$ cat src/rtl/vga_timing_gen.sv
// ---------------------------------------------------------------------------
// vga_timing_gen
//   Raster timing source for the pixel/colour path. The system clock is
//   divided into a pixel-rate enable (p_tick). Horizontal and vertical
//   counters advance on that enable. Sync, blank and frame-tick outputs are
//   decoded from the counters.
//
// Ports
//   clk         in   1   system clock
//   reset_n     in   1   synchronous reset, active-low
//   p_tick      out  1   pixel enable, high 1 clk in every CLK_DIV clks
//   pixel_x     out  10  horizontal count, 0..H_TOTAL-1
//   pixel_y     out  10  vertical count, 0..V_TOTAL-1
//   vid_on      out  1   high inside the visible area
//   hsync       out  1   horizontal sync, active-low
//   vsync       out  1   vertical sync, active-low
//   frame_tick  out  1   1-clk pulse when pixel_y enters vertical blanking
//
// Every output comes straight from a flop.
// ---------------------------------------------------------------------------
module vga_timing_gen #(
    parameter int CLK_DIV   = 4,
    parameter int H_DISPLAY = 640,
    parameter int H_FRONT   = 16,
    parameter int H_SYNC    = 96,
    parameter int H_BACK    = 48,
    parameter int V_DISPLAY = 480,
    parameter int V_FRONT   = 10,
    parameter int V_SYNC    = 2,
    parameter int V_BACK    = 33
) (
    input  logic       clk,
    input  logic       reset_n,
    output logic       p_tick,
    output logic [9:0] pixel_x,
    output logic [9:0] pixel_y,
    output logic       vid_on,
    output logic       hsync,
    output logic       vsync,
    output logic       frame_tick
);

    localparam int H_TOTAL = H_DISPLAY + H_FRONT + H_SYNC + H_BACK;
    localparam int V_TOTAL = V_DISPLAY + V_FRONT + V_SYNC + V_BACK;
    localparam int DIV_W   = (CLK_DIV > 1) ? $clog2(CLK_DIV) : 1;

    // Decode bounds are kept 11 bits wide so that a sync pulse ending exactly
    // at 1024 (zero back porch, full 10-bit counter) still compares correctly.
    localparam logic [10:0] H_LAST   = 11'(H_TOTAL - 1);
    localparam logic [10:0] V_LAST   = 11'(V_TOTAL - 1);
    localparam logic [10:0] H_VIS    = 11'(H_DISPLAY);
    localparam logic [10:0] V_VIS    = 11'(V_DISPLAY);
    localparam logic [10:0] HS_START = 11'(H_DISPLAY + H_FRONT);
    localparam logic [10:0] HS_END   = 11'(H_DISPLAY + H_FRONT + H_SYNC);
    localparam logic [10:0] VS_START = 11'(V_DISPLAY + V_FRONT);
    localparam logic [10:0] VS_END   = 11'(V_DISPLAY + V_FRONT + V_SYNC);
    localparam logic [DIV_W-1:0] DIV_LAST = DIV_W'(CLK_DIV - 1);

    // Configuration guards, evaluated at elaboration only.
    generate
        if (CLK_DIV < 1) begin : g_bad_div
            $error("vga_timing_gen: CLK_DIV must be >= 1");
        end
        if (H_TOTAL > 1024 || V_TOTAL > 1024) begin : g_bad_total
            $error("vga_timing_gen: H_TOTAL and V_TOTAL must be <= 1024");
        end
    endgenerate

    logic [DIV_W-1:0] div_cnt_reg, div_cnt_next;
    logic [9:0]       x_reg, x_next;
    logic [9:0]       y_reg, y_next;
    logic             p_tick_reg, p_tick_next;
    logic             vid_on_reg, vid_on_next;
    logic             hsync_reg, hsync_next;
    logic             vsync_reg, vsync_next;
    logic             frame_tick_reg, frame_tick_next;
    logic             advance;
    logic             x_wrap;
    logic [10:0]      x_ext, y_ext;

    // Counters step on the last divider phase, which is the same edge that
    // raises p_tick, so p_tick and the new pixel coordinates appear together.
    assign advance = (div_cnt_reg == DIV_LAST);
    assign x_wrap  = ({1'b0, x_reg} == H_LAST);

    always_comb begin
        div_cnt_next    = advance ? '0 : div_cnt_reg + 1'b1;
        x_next          = x_reg;
        y_next          = y_reg;
        frame_tick_next = 1'b0;
        if (advance) begin
            if (x_wrap) begin
                x_next = '0;
                y_next = ({1'b0, y_reg} == V_LAST) ? 10'd0 : y_reg + 10'd1;
                // Pulse only on the edge where y moves onto the first blank line.
                frame_tick_next = ({1'b0, y_next} == V_VIS);
            end else begin
                x_next = x_reg + 10'd1;
            end
        end
        p_tick_next = advance;

        // Decode from the next counter values so that the registered sync and
        // blank outputs line up with the registered coordinates.
        x_ext       = {1'b0, x_next};
        y_ext       = {1'b0, y_next};
        vid_on_next = (x_ext < H_VIS) && (y_ext < V_VIS);
        hsync_next  = !((x_ext >= HS_START) && (x_ext < HS_END));
        vsync_next  = !((y_ext >= VS_START) && (y_ext < VS_END));
    end

    always_ff @(posedge clk) begin
        if (!reset_n) begin
            div_cnt_reg    <= '0;
            x_reg          <= '0;
            y_reg          <= '0;
            p_tick_reg     <= 1'b0;
            vid_on_reg     <= 1'b0;
            hsync_reg      <= 1'b1;
            vsync_reg      <= 1'b1;
            frame_tick_reg <= 1'b0;
        end else begin
            div_cnt_reg    <= div_cnt_next;
            x_reg          <= x_next;
            y_reg          <= y_next;
            p_tick_reg     <= p_tick_next;
            vid_on_reg     <= vid_on_next;
            hsync_reg      <= hsync_next;
            vsync_reg      <= vsync_next;
            frame_tick_reg <= frame_tick_next;
        end
    end

    assign p_tick     = p_tick_reg;
    assign pixel_x    = x_reg;
    assign pixel_y    = y_reg;
    assign vid_on     = vid_on_reg;
    assign hsync      = hsync_reg;
    assign vsync      = vsync_reg;
    assign frame_tick = frame_tick_reg;

endmodule

$ cat config.mk
export PLATFORM = sky130hd
export DESIGN_NAME = vga_timing_gen
export DESIGN_NICKNAME = d
export VERILOG_FILES = /design/src/rtl/vga_timing_gen.sv
export SDC_FILE = /design/constraint.sdc
export NUM_CORES = 1
export LEC_CHECK = 0
export CORE_AREA = 2 2 62 64
export DETAILED_ROUTE_END_ITERATION = 8
export DIE_AREA = 0 0 64 66
export PLACE_DENSITY = 0.73
export SLEW_MARGIN = 5
export SYNTH_ARGS = -nofsm -noshare
export SYNTH_HDL_FRONTEND = slang
export SYNTH_SLANG_ARGS = --single-unit
$ cat constraint.sdc
create_clock -name clk -period 1.9 [get_ports clk]
set_input_delay 0.285 -clock clk [delete_from_list [all_inputs] [get_ports clk]]
set_output_delay 0.285 -clock clk [all_outputs]
set_load 0.01 [all_outputs]
# After elaboration in Yosys (flattened, before gate mapping)
# Cells that the tools add are included.
# totals
register_bits	27
in_bits	2
output_inout_bits	25
# op_classes
add_sub_neg	3
n_lt_le_gt_ge	6
n_eq_ne	4
mux	5
bitwise	1
reduce_logical	7
# ops
cell	count
10-bit two-way mux	5
10-bit by 1-bit adder with 10-bit output (second input constant)	2
10-bit == test (second input constant)	2
10-bit < comparator (second input constant)	2
10-bit by 9-bit < comparator with 1-bit output (second input constant)	2
10-bit by 9-bit == test with 1-bit output (second input constant)	1
10-bit >= comparator (second input constant)	1
10-bit by 9-bit >= comparator with 1-bit output (second input constant)	1
1-bit logical AND	3
3-bit AND reduction	1
2-bit by 1-bit adder with 2-bit output (second input constant)	1
2-bit == test (second input constant)	1
1-bit logical NOT	2
2-bit OR reduction	1
1-bit NOT	1

# Longest topological paths before layout
# depth
word_depth	7
mapped_depth	7
mapped_depth_nobuf	7

# Least setup slack after synthesis
# Ideal clock, no wire load.
# synth_timing
kind	register to register
start	register y_reg[0], in the netlist pixel_y[0]
end	register vsync_reg, in the netlist vsync
setup_time_ps	131
arrival_time_ps	1948
required_time_ps	1769
setup_slack_ps	-179
stages_incl_launch_ff	7
n_path_buf	0
period_less_slack_ps	2079
path_cell_list	dfxtp_1 > ha_1 > nand3_1 > or3_1 > or3_1 > a22oi_2 > nand4_1
# synth_via
elab_chain_cells	7
word_cells_on_any_way	9
classes_between	add/sub: 1; order compare: 2; eq/ne: 1; mux: 3; reduce/logical: 2
# synth_rtl
item	line_no	rtl
start, declared	71	logic [9:0] y_reg, y_next;
start signal, assigned	125	y_reg <= y_next;
10-bit by 1-bit adder with 10-bit output / 10-bit == test (equally long branches)	94	y_next = ({1'b0, y_reg} == V_LAST) ? 10'd0 : y_reg + 10'd1;
10-bit two-way mux	94	
10-bit two-way mux	92	if (x_wrap) begin
10-bit two-way mux *	91	if (advance) begin
10-bit by 9-bit >= comparator with 1-bit output / 10-bit by 9-bit < comparator with 1-bit output (equally long branches)	109	vsync_next = !((y_ext >= VS_START) && (y_ext < VS_END));
1-bit logical AND *	109	
1-bit logical NOT *	109	
end signal, assigned	129	vsync_reg <= vsync_next;
end, declared	75	logic vsync_reg, vsync_next;
# Every way passes the cells marked *; elsewhere a longest branch is shown, timed or not.
# A chain may end at the register's enable or synchronous reset.

# Worst setup path after layout
# Ends and elaborated chain as after synthesis.

==> impl_metrics.py <==
metrics = {
    "outcome": {
        "outcome": "complete, no violations",
    },
    "pwr": {
        "comb_power_share_pct": 5.8,
        "ir_drop_mv": 0.341,
        "power_density_nw_per_um2": 372,
        "sw_frac_of_total_pct": 22.6,
        "power_frac_seq_pct": 65.6,
        "power_w": 0.000881,
        "p_sw_w": 0.000199,
        "p_leak_nw": 0.784,
        "p_clk_share_pct": 28.6,
        "p_int_w": 0.000681,
    },
    "worst_setup_path": {
        "worstSetupStartpointType": "flop",
        "cp-end-kind": "flop",
        "reg2reg_from": "pixel_y[0]$_SDFF_PN0_",
        "critPathMaxFanout": 4,
        "cp-startpoint": "pixel_y[0]$_SDFF_PN0_",
        "r2r_cells": 6,
        "required_ns": 2.13,
        "path_class": "flop to flop",
        "crit_top_cell": "or3_4",
        "crit_path_top_delay_cell": "or3_4",
        "path_cells": "ha_4 > nand3_1 > or3_4 > or3_4 > a22oi_2 > nand4_1",
        "cpPeakStageDelay_ns": 0.43,
        "regToRegSetupSlack_ns": 0.05,
        "cp.arrival_ns": 2.07,
        "r2r-end": "vsync$_SDFF_PN1_",
    },
    "route": {
        "drtIter0Drc": 137,
        "wire_per_inst_um": 14.3,
        "num_vias": 1757,
        "wirelength_um": 4490,
        "vias_per_cell": 5.60,
        "drtPass1Iterations": 4,
        "drc": 0,
        "drtAntennaViolNets": 0,
    },
    "cells_and_area": {
        "final_core_util_pct": 66.8,
        "drive_gt1_share_pct": 30.1,
        "fillerInstances": 299,
        "area_delta_synth_final_pct": 45.2,
        "multi_input_area_um2": 1130,
        "nets": 273,
        "stdcell_area_um2": 2370,
        "diodes": 0,
        "regArea_um2": 552,
    },
    "min_path": {
        "hold_path_end": "div_cnt_reg[0]$_SDFF_PP0_",
        "hold_start": "div_cnt_reg[0]$_SDFF_PP0_",
        "hp-class": "flop to flop",
        "hold_path_depth": 1,
    },
    "yosys": {
        "synthArstFlopShare_pct": 0,
        "yosys.cell_count.top_type": "dfxtp_1",
        "synth_top_cell_by_area": "dfxtp_1",
        "synth_flop_cell": "dfxtp_1",
        "synth_area_per_cell_um2": 8.04,
        "seq_area_frac_synth_pct": 33.1,
        "ys_ff_latch": 27,
        "synthCells": 203,
        "ys_types": 52,
        "yosysTopAreaCellShare_pct": 33.1,
        "synth-edff-count": 0,
        "ys_warn_count": 0,
        "synth_area_um2": 1630,
        "netlist_top_cells_count": "dfxtp_1, nor2_1, nand2_1",
        "synthesis.nets": 209,
        "synth_area_leaders": "dfxtp_1, nor2_1, a21oi_1",
    },
    "global_route": {
        "grt_max_degree": 17,
        "grtUsageTotal_pct": 22.9,
        "grt_antenna_before_repair": 0,
        "grt_pass1_wl_um": 7580,
        "grt_pass1_vias": 1660,
        "grt-ovfl-total": 0,
    },
    "sta": {
        "slew_violations": 0,
        "worstMarginPinSlew_ns": 0.307,
        "slew_headroom_pct": 79.4,
        "fmax_mhz": 541,
        "setup_viol_count_final": 0,
        "timing.final.ws_setup_ns": 0.0506,
        "finalHoldViolCount": 0,
        "finalCriticalPeriod_ns": 1.85,
        "tns_ns": 0,
        "rsz0062_at_grt": "true",
        "min_period_over_period_pct": 97.3,
        "final.setup_skew_ns": 0.00218,
    },
    "flow_run": {
        "cap_violations": 0,
    },
    "clocking": {
        "numCtsBuffers": 3,
        "cts_tree": "built",
        "clockBufferDepth": 2,
        "cts.hold.buffers_added": 0,
        "clk_pin_slew_ns": 0.14,
        "clockRootBuffer": "clkbuf_4",
        "h-tree-depth": 1,
        "insertion_delay_ns": 0.33,
        "cts_sinks": 27,
    },
    "place": {
        "gp_congestion": 0.962,
        "dpl.hpwl_um": 3390,
        "place_ws_ns": -0.0382,
        "place_area_um2": 2200,
        "place.port_buffers": 26,
    },
    "die": {
        "core_area_um2": 3550,
        "io_pins": 27,
        "initial_core_util_pct": 46.0,
        "die_y_um": 66,
        "die_w_um": 64,
        "rows": 22,
        "dieArea_um2": 4220,
    },
}
-- layer usage --
layer  up-vias  track usage (%)  routed length, µm
li1        876                -                  -
met2        43             42.7               2280
met1       825             26.1               1910
met4         0             9.78                135
met5         -                0                  0
met3        13             2.73                162
-- how the worst max path moves through the flow --
stage,end,slack (ns)
detailed placement,vsync$_SDFF_PN1_,-0.04
finish,vsync$_SDFF_PN1_,0.05
global route,vid_on$_SDFF_PN0_,-0.07
floorplan,vsync$_SDFF_PN1_,0.02
CTS,vsync$_SDFF_PN1_,0.0002
global placement,vid_on$_SDFF_PN0_,-0.0006
-- power by group through the flow --
stage	logic [W]	clock network, W	registers, W
detailed placement	0.0000491	0	0.000592
global route	0.0000564	0.000287	0.000579
floorplan	0.0000213	0	0.000594
CTS	0.0000503	0.000260	0.000578
finish	0.0000508	0.000252	0.000578
global placement	0.0000480	0	0.000591
-- cell type report --
cell class	instances	area share (%)
clock buffers	4	1.11
inverters	6	0.950
multi-input cells	160	47.5
flip-flops and latches	27	23.3
well taps	48	2.53
repair buffers	69	24.6
-- cell usage in the layout (no fill, tap or decap), types with 3 or more instances in the layout --
cell / instances
a211oi_1: 3
nand3b_1: 4
nor2_1: 22
a21oi_1: 15
nand2b_1: 3
nand3_1: 7
dfxtp_2: 3
xor2_1: 3
clkdlybuf4s50_1: 26
ha_4: 3
buf_4: 43
nand2_1: 19
o21ai_0: 6
or2_2: 4
clkbuf_4: 3
nand4_1: 8
nor3_1: 8
dfxtp_1: 22
xnor2_1: 8
inv_1: 4
-- worst max-delay path, delay by kind of cell, from the launching register on --
family | cells | cell delay [ns]
flip-flops | 1 | 0.40
AO/OA/AOI/OAI | 1 | 0.21
AND/OR/NAND/NOR | 4 | 1.01
adder cells (fa/ha/maj) | 1 | 0.13
-- stage by stage --
| stage | cells | hold slack (ns) |
|---|---|---|
| 6_report | 314 | 0.423 |
| 5_1_grt | 314 | 0.437 |
| 4_1_cts | 313 | 0.427 |
| 3_5_place_dp | 305 | 0.433 |
| 3_3_place_gp | 305 | 0.418 |
| 2_1_floorplan | 203 | 0.404 |
-- cells by family after synthesis --
logic type | after synthesis | share of synthesized area (%)
flops | 27 | 33.1
compound gates | 44 | 17.7
buf+inv | 17 | 5.44
mux | 1 | 0.613
xor+xnor | 11 | 5.90
simple gates | 99 | 34.2
fa+ha+maj | 4 | 3.07
-- repair_timing --
item                                    CTS  global route
endpoints found under the setup margin    2             5
gates resized for setup                   9            14
cloned                                    1             0
hold endpoints to repair                  0             0
setup buffers                             3             1
pin swaps                                 9             3
Note: power is estimated with default switching activity, not from simulation.
